`src/rtl/memory_write_split_pkg.sv`:
```
// Shared defines for the write splitter: FSM state encodings and boolean constants.
package memory_write_split_pkg;

    typedef enum logic [1:0] {
        STATE_IDLE   = 2'd0,
        STATE_FIRST  = 2'd1,
        STATE_SECOND = 2'd2
    } state_t;

    localparam logic TRUE  = 1'b1;
    localparam logic FALSE = 1'b0;

endpackage

```
`src/rtl/memory_write_split_piece_calc.sv`:
```
// Combinational split arithmetic for a 1..4 byte access against a 2^LINE_LOG2 line.
module write_piece_calc #(
    parameter int LINE_LOG2 = 4,
    parameter bit SPLIT_EN  = 1'b1
) (
    input  logic [31:0] address,
    input  logic [2:0]  length,
    input  logic [31:0] data,
    output logic [2:0]  len1,
    output logic [2:0]  len2,
    output logic [31:0] addr2,
    output logic [31:0] data2
);
    localparam int LW = LINE_LOG2 + 1;

    logic [LW-1:0] left;
    logic          split;

    assign left  = LW'(2 ** LINE_LOG2) - LW'(address[LINE_LOG2-1:0]);
    // left can only be below a 1..4 length when it is at most 3, so left[2:0] is exact
    assign split = SPLIT_EN && (left < LW'(length));
    assign len1  = split ? left[2:0] : length;
    assign len2  = length - len1;
    assign addr2 = {address[31:LINE_LOG2] + (32 - LINE_LOG2)'(1), {LINE_LOG2{1'b0}}};
    assign data2 = data >> {len1, 3'b000};

endmodule

```
`src/rtl/memory_write_split.sv`:
```
// Splits a 1..4 byte write into one or two TLB write pieces, with sticky faults and flush abort.
module memory_write_split
    import memory_write_split_pkg::*;
#(
    parameter int LINE_LOG2 = 4,
    parameter bit SPLIT_EN  = 1'b1
) (
    input  logic        clk,
    input  logic        rst,
    input  logic        wr_reset,
    input  logic        write_do,
    output logic        write_done,
    output logic        write_page_fault,
    output logic        write_ac_fault,
    input  logic [1:0]  write_cpl,
    input  logic [31:0] write_address,
    input  logic [2:0]  write_length,
    input  logic        write_lock,
    input  logic        write_rmw,
    input  logic [31:0] write_data,
    output logic        tlbwrite_do,
    input  logic        tlbwrite_done,
    input  logic        tlbwrite_page_fault,
    input  logic        tlbwrite_ac_fault,
    output logic [1:0]  tlbwrite_cpl,
    output logic        tlbwrite_lock,
    output logic        tlbwrite_rmw,
    output logic [2:0]  tlbwrite_length_full,
    output logic [31:0] tlbwrite_address,
    output logic [2:0]  tlbwrite_length,
    output logic [31:0] tlbwrite_data,
    output logic        tlbwrite_second
);
    state_t      state, state_nxt;
    logic        reset_waiting;
    logic        sticky_pf, sticky_ac;
    logic [2:0]  len2_q;
    logic [31:0] addr2_q, data2_q;

    logic [2:0]  len1, len2;
    logic [31:0] addr2, data2;
    logic        accept, do_c, second_c, done_c, fault_in;

    write_piece_calc #(.LINE_LOG2(LINE_LOG2), .SPLIT_EN(SPLIT_EN)) u_calc (
        .address (write_address),
        .length  (write_length),
        .data    (write_data),
        .len1    (len1),
        .len2    (len2),
        .addr2   (addr2),
        .data2   (data2)
    );

    assign write_page_fault = tlbwrite_page_fault | sticky_pf;
    assign write_ac_fault   = tlbwrite_ac_fault | sticky_ac;
    assign fault_in         = tlbwrite_page_fault | tlbwrite_ac_fault;

    always_comb begin
        state_nxt = state;
        accept    = FALSE;
        do_c      = FALSE;
        second_c  = FALSE;
        done_c    = FALSE;
        case (state)
            STATE_IDLE: begin
                if (write_do && !wr_reset && !write_page_fault && !write_ac_fault) begin
                    accept    = TRUE;
                    do_c      = TRUE;
                    state_nxt = STATE_FIRST;
                end
            end
            STATE_FIRST: begin
                do_c = TRUE;
                if (fault_in) begin
                    state_nxt = STATE_IDLE;
                end else if (tlbwrite_done) begin
                    if (len2_q != 3'd0) begin
                        state_nxt = STATE_SECOND;
                    end else begin
                        done_c    = !reset_waiting;
                        state_nxt = STATE_IDLE;
                    end
                end
            end
            STATE_SECOND: begin
                do_c     = TRUE;
                second_c = TRUE;
                if (fault_in) begin
                    state_nxt = STATE_IDLE;
                end else if (tlbwrite_done) begin
                    done_c    = !reset_waiting;
                    state_nxt = STATE_IDLE;
                end
            end
            default: state_nxt = STATE_IDLE;
        endcase
    end

    always_ff @(posedge clk) begin
        if (rst) begin
            state         <= STATE_IDLE;
            reset_waiting <= FALSE;
            sticky_pf     <= FALSE;
            sticky_ac     <= FALSE;
            len2_q        <= '0;
            addr2_q       <= '0;
            data2_q       <= '0;
        end else begin
            state         <= state_nxt;
            reset_waiting <= (state == STATE_IDLE) ? FALSE : (reset_waiting | wr_reset);
            // a flush drops faults of the aborted write, including one arriving this cycle
            sticky_pf     <= wr_reset ? FALSE : (sticky_pf | (tlbwrite_page_fault & ~reset_waiting));
            sticky_ac     <= wr_reset ? FALSE : (sticky_ac | (tlbwrite_ac_fault & ~reset_waiting));
            if (accept) begin
                len2_q  <= len2;
                addr2_q <= addr2;
                data2_q <= data2;
            end
        end
    end

    assign tlbwrite_do          = do_c & ~rst;
    assign tlbwrite_second      = second_c & ~rst;
    assign write_done           = done_c & ~rst;
    assign tlbwrite_cpl         = write_cpl;
    assign tlbwrite_lock        = write_lock;
    assign tlbwrite_rmw         = write_rmw;
    assign tlbwrite_length_full = write_length;
    assign tlbwrite_address     = second_c ? addr2_q : write_address;
    assign tlbwrite_length      = second_c ? len2_q  : len1;
    assign tlbwrite_data        = second_c ? data2_q : write_data;

endmodule

```
`config.mk`:
```
export PLATFORM = sky130hd
export DESIGN_NAME = memory_write_split
export DESIGN_NICKNAME = d
export VERILOG_FILES = /design/src/rtl/memory_write_split_pkg.sv /design/src/rtl/memory_write_split_piece_calc.sv /design/src/rtl/memory_write_split.sv
export SDC_FILE = /design/constraint.sdc
export NUM_CORES = 1
export LEC_CHECK = 0
export CELL_PAD_IN_SITES_DETAIL_PLACEMENT = 0
export CELL_PAD_IN_SITES_GLOBAL_PLACEMENT = 1
export CORE_AREA = 5 5 178 94
export DETAILED_ROUTE_END_ITERATION = 8
export DIE_AREA = 0 0 183 99
export PLACE_DENSITY_LB_ADDON = 0.08
export REMOVE_ABC_BUFFERS = 1
export SLEW_MARGIN = 20
export SYNTH_ARGS = -nofsm -noshare
export SYNTH_HDL_FRONTEND = slang
export SYNTH_HIERARCHICAL = 1
export SYNTH_SLANG_ARGS = --single-unit
```
`constraint.sdc`:
```
create_clock -name clk -period 8.55 [get_ports clk]
set_input_delay 1.71 -clock clk [delete_from_list [all_inputs] [get_ports clk]]
set_output_delay 1.71 -clock clk [all_outputs]
set_load 0.005 [all_outputs]
```
==> run_results.csv <==
group,metric,value,unit
status,status,"complete, no violations",
worst_setup_path,cp.required,6.84,ns
worst_setup_path,endpoint_kind,"output pin",
global_route,track_usage,20.2,%
route,routed-wl-met2,7.83,mm
die,die_h,99,um
synthesis,synthTopCellsByArea,"dfxtp_1 (26%), nand2_1 (15%), mux2_2 (14%)",
synthesis,synth_common_cells,"nand2_1 (218), a21oi_1 (76), dfxtp_1 (72)",
global_route,antenna_found_initial,0,
global_route,grt_first_pass_wirelength,29.8,mm
finish,drive_gt1_share,15.5,%
sta,worst_pin_slew,1.07,ns
synthesis,post_synth_inst_count,737,
route,via_per_inst,5.46,
route,wl_met3,1.32,mm
sta,relSlewSlack,28.3,%
synthesis,synth_most_common_cell,"nand2_1",
power,power_density,135,nW/um2
worst_setup_path,cp_max_fo,25,
worst_setup_path,cp-start-kind,"primary input",
sta,clock_skew,0.00486,ns
cts,cts_setup_buffers,0,
synthesis,synth_edf_count,0,
die,rows,32,
synthesis,ys_seq_area_share,25.7,%
cts,cts_hold_buf,0,
worst_setup_path,crit_arrival,5.31,ns
finish,stdcell_area,7310,um2
global_route,globalRoute.totalOverflow,0,
sta,tns,0,ns
power,ir_worst_vdd,0.0000839,V
placed_design,numPortBuffers,148,
global_route,grt_max_degree,76,
route,wl_met1,9.53,mm
power,p_sw,0.301,mW
placed_design,placed_area,7020,um2
route,top_layer_used,"met4",
placed_design,hpwl,12.5,mm
power,p_sw_share,30.5,%
finish,num_antenna_cells,0,
cts,post_cts_resized,0,
cts,clock-root-buffer,"clkbuf_16",
global_route,grt_pass1_vias,5587,
sta,final_hold_viol_count,0,
route,drt-wirelength-per-cell,18.0,um
die,coreArea,15000,um2
synthesis,ys_async_sr_fraction,0,%
die,die_area,18100,um2
synthesis,yosys_warnings,6,
sta,rsz0062_at_grt,"false",
route,drc,0,
worst_hold_path,hold_path_class,"reg2reg",
die,start_util,37.3,%
power,pwr-share-comb,27.0,%
sta,max_clock_freq,143,MHz
sta,timing.final.crit_share,82.0,%
route,wirelength,18.9,mm
cts,clk_pin_slew,0.06,ns
cts,cts_tree,"done",
placed_design,gp_congestion,0.810,
synthesis,yosys.area.top_type,"dfxtp_1",
sta,slew_viol_final,0,
sta,layout_min_cycle_time,7.02,ns
power,p_seq_share,34.8,%
worst_setup_path,worstSetupPathType,"in2out",
power,p_leak,2.43,nW
route,vias,5715,
synthesis,synth.distinct_cells,52,
power,finalPower,0.987,mW
cts,clock_sinks,72,
route,drtPass1Iterations,5,
power,p_clk_share,38.2,%
route,drtIter0Drc,513,
cts,cts_buffers,9,
worst_setup_path,worst-r2r-setup-slack,6.27,ns
synthesis,syn_area,5600,um2
cts,clk_path_buf_depth,2,
die,io_pins,157,
finish,num-nets-final,927,
run,drv_cap,0,
synthesis,synthFlopType,"dfxtp_1",
power,p_int,0.686,mW
cts,htree_levels,3,
finish,area_growth,30.4,%
sta,setup_viol,0,
route,ant_nets,0,
synthesis,ys_ff_latch,72,
synthesis,syn_avg_cell_area,7.60,um2
die,floorplan.die.width,183,um
cts,clock_latency,0.33,ns
synthesis,synth_top_area_share,25.7,%
-- layout make-up --
type | count | area, um2
inverters | 11 | 41.3
well taps | 204 | 255
multi-input cells | 591 | 3760
repair buffers | 154 | 1520
clock buffers | 9 | 225
flip-flops and latches | 72 | 1440
clock inverters | 6 | 61.3
fillers | 1458 | 7710
-- cells by family (layout without fill, tap and decap cells) --
group	Yosys count	after routing	synth area share [%]
mux	71	71	14.4
simple gates	304	304	23.7
flops	72	72	25.7
compound gates	173	173	21.6
buf+inv	77	180	7.71
other cells	1	4	0.0669
fa+ha+maj	10	10	2.23
xor+xnor	29	29	4.53
-- state kept, by name, indices dropped and copies added, names as in the netlist --
name	flops
addr2_q	32
len2_q	3
sticky_ac	1
sticky_pf	1
data2_q	32
reset_waiting	1
state	2
-- critical path, cell delays in order --
cell,delay [ns]
clkdlybuf4s50_1,0.52
inv_2,0.21
ha_1,0.30
xnor2_1,0.59
ha_1,0.36
o21ai_0,0.14
o21bai_2,0.11
nor2_1,0.46
nand2_1,0.13
o21ai_0,0.09
mux2_2,0.17
clkdlybuf4s50_1,0.51
-- layout by cell type, fill, tap and decap left out, drive strengths merged, types with 10 or more instances in the layout --
cell type and instances:
a211oi 24, clkdlybuf4s50 147, nand2 219, dfxtp 72
inv 11, a311oi 24, nand3 15, nor2 21
a21oi 97, ha 10, xnor2 22, mux2 69
-- metal layers --
layer  vias to the layer above  track usage (%)
met1                      2678             30.0
met4                         0             4.81
met5                         -                0
met2                       257             29.5
met3                        19             4.39
li1                       2761                -
-- metrics by stage --
stage	util [%]	std cells	setup slack, ns	hold WS, ns
after floorplan	-	674	2.58	0.427
after global placement	46.8	1032	1.66	0.439
after detailed placement	46.8	1032	1.52	0.443
after CTS	48.7	1047	1.51	0.452
after global routing	48.7	1047	1.22	0.468
final	48.7	1047	1.53	0.450
-- power by group through the flow --
stage	Sequential, mW	Clock [mW]	Combinational (mW)
after CTS	0.343	0.391	0.263
after detailed placement	0.351	0	0.261
after global routing	0.344	0.402	0.287
final	0.343	0.377	0.267
after floorplan	0.350	0	0.123
after global placement	0.351	0	0.258
-- final timing paths --
| path | startpoint | endpoint | cells after the start |
|---|---|---|---|
| setup reg to reg | state[0] | state[0] | 6 |
| hold / removal | addr2_q[10] | addr2_q[10] | 2 |
| setup / recovery | write_address[0] | tlbwrite_length[0] | 12 |
| hold reg to reg | addr2_q[10] | addr2_q[10] | 2 |
No activity file was read; power rests on OpenSTA's default activity.
==> edit, RTL diff (same flow settings) <==
Put a register stage on the output `write_page_fault`, with the module's reset. The value now appears one clock later. The other outputs are not delayed to match.
--- a/src/rtl/memory_write_split.sv
+++ b/src/rtl/memory_write_split.sv
@@ -31,6 +31,8 @@
     output logic [31:0] tlbwrite_data,
     output logic        tlbwrite_second
 );
+
+    logic write_page_fault_d;
     state_t      state, state_nxt;
     logic        reset_waiting;
     logic        sticky_pf, sticky_ac;
@@ -51,7 +53,7 @@
         .data2   (data2)
     );
 
-    assign write_page_fault = tlbwrite_page_fault | sticky_pf;
+    assign write_page_fault_d = tlbwrite_page_fault | sticky_pf;
     assign write_ac_fault   = tlbwrite_ac_fault | sticky_ac;
     assign fault_in         = tlbwrite_page_fault | tlbwrite_ac_fault;
 
@@ -63,7 +65,7 @@
         done_c    = FALSE;
         case (state)
             STATE_IDLE: begin
-                if (write_do && !wr_reset && !write_page_fault && !write_ac_fault) begin
+                if (write_do && !wr_reset && !write_page_fault_d && !write_ac_fault) begin
                     accept    = TRUE;
                     do_c      = TRUE;
                     state_nxt = STATE_FIRST;
@@ -130,5 +132,13 @@
     assign tlbwrite_length      = second_c ? len2_q  : len1;
     assign tlbwrite_data        = second_c ? data2_q : write_data;
 
+    always_ff @(posedge clk) begin
+        if (rst) begin
+            write_page_fault <= '0;
+        end else begin
+            write_page_fault <= write_page_fault_d;
+        end
+    end
+
 endmodule
 
Formal check against the unedited RTL: not equivalent (Yosys sat finds a counterexample within 4 cycles, from zero or initial values and one cycle with rst high).
==> edit against the original RTL <==
- clock power rose by 10%
- cell area barely moved
- critical path type unchanged
- largest power group unchanged
- critical path depth did not move
- synthesized cell count rose by 0.27%
- maximum frequency fell by 0.94%
- total power rose by 4.2%
- final cell count rose by 0.48%
- synthesized area fell by 0.85%
- sequential cell count rose by 1
- worst setup slack got worse by 0.066 ns
- routed wire length fell by 3.0%
==> edit: results (changes against the original RTL) <==
outcome=completed; first-pass GRT wire length=29100 um (-2.3%); nets=931 (+0.43%); Non-CTS buffers=156 (+1.3%); Leak Pwr=2.46 nW (+1.0%); grt met2 use=28.2% (-1.2 points); R2R Setup Slk=6.26 ns (about the same); met1 Track Usage GR=29.8% (-0.15 points); Clock-cell share=4.40% (+0.48 points); Routed met3 length=1300 um (-1.4%); largest net degree at the start of global routing=71 (-6.6%); dpl cell area=6980 um2 (-0.53%); multi-input gate share of total cell area=50.5% (-0.94 points); area delta synth->final=31.5%; commonest cells in the netlist=218 x nand2_1, 95 x a21oi_1, 73 x dfxtp_1, 68 x mux2_2, 28 x clkbuf_1; clock buf count=10 (+1); sequential cell area share=20.0% (+0.28 points); Worst Hold Launch=data2_q[1]; fin cells=1052 (+0.48%); Initial DRC Count=690 (+35%); max_slew headroom=33.0% (+4.7 points); sequential element share of the synthesized area=26.3% (+0.58 points); Gate Count Post-Synth=739 (+0.27%); Placed Cells=1036 (+0.39%); Max IR drop VDD=0.0805 mV (-4.0%); Yosys cell types=54 (+3.8%); pwr dens=141 nW/um2 (+4.3%); wl on met1=9340 um (-1.9%); Total GRT Usage=19.5% (-0.60 points); #MultiIn Comb=592 (+0.17%); clock power share=40.4% (+2.2 points); Via Count=5641 (-1.3%); post-DP HPWL=12300 um (-1.5%); vias in the first global route=5406 (-3.2%); final WL=18300 um (-3.0%); Reg area=1460 um2 (+1.4%)
## edit: cell count changes after synthesis, sizes merged
| cell | before | now |
|---|---|---|
| nor2 | 21 | 23 |
| buf | 39 | 38 |
| clkbuf | 27 | 28 |
| dfxtp | 72 | 73 |
| or2 | 3 | 2 |
## edit: kinds of logic after synthesis
kind of cell	Yosys count	synth area share, %
simple gates	305	24.0
flops	73	26.3
mux	71	14.5
other cells	1	0.0675
buf+inv	77	7.82
xor+xnor	29	4.57
fa+ha+maj	10	2.25
compound gates	173	20.5
## edit: worst min-delay path by stage
stage | depth (start not counted) | to | slack (ns)
6_report | 2 | data2_q[1] | 0.45
2_1_floorplan | 2 | addr2_q[0] | 0.43
3_3_place_gp | 2 | data2_q[16] | 0.44
5_1_grt | 2 | addr2_q[0] | 0.47
4_1_cts | 2 | data2_q[22] | 0.46
3_5_place_dp | 2 | data2_q[22] | 0.45
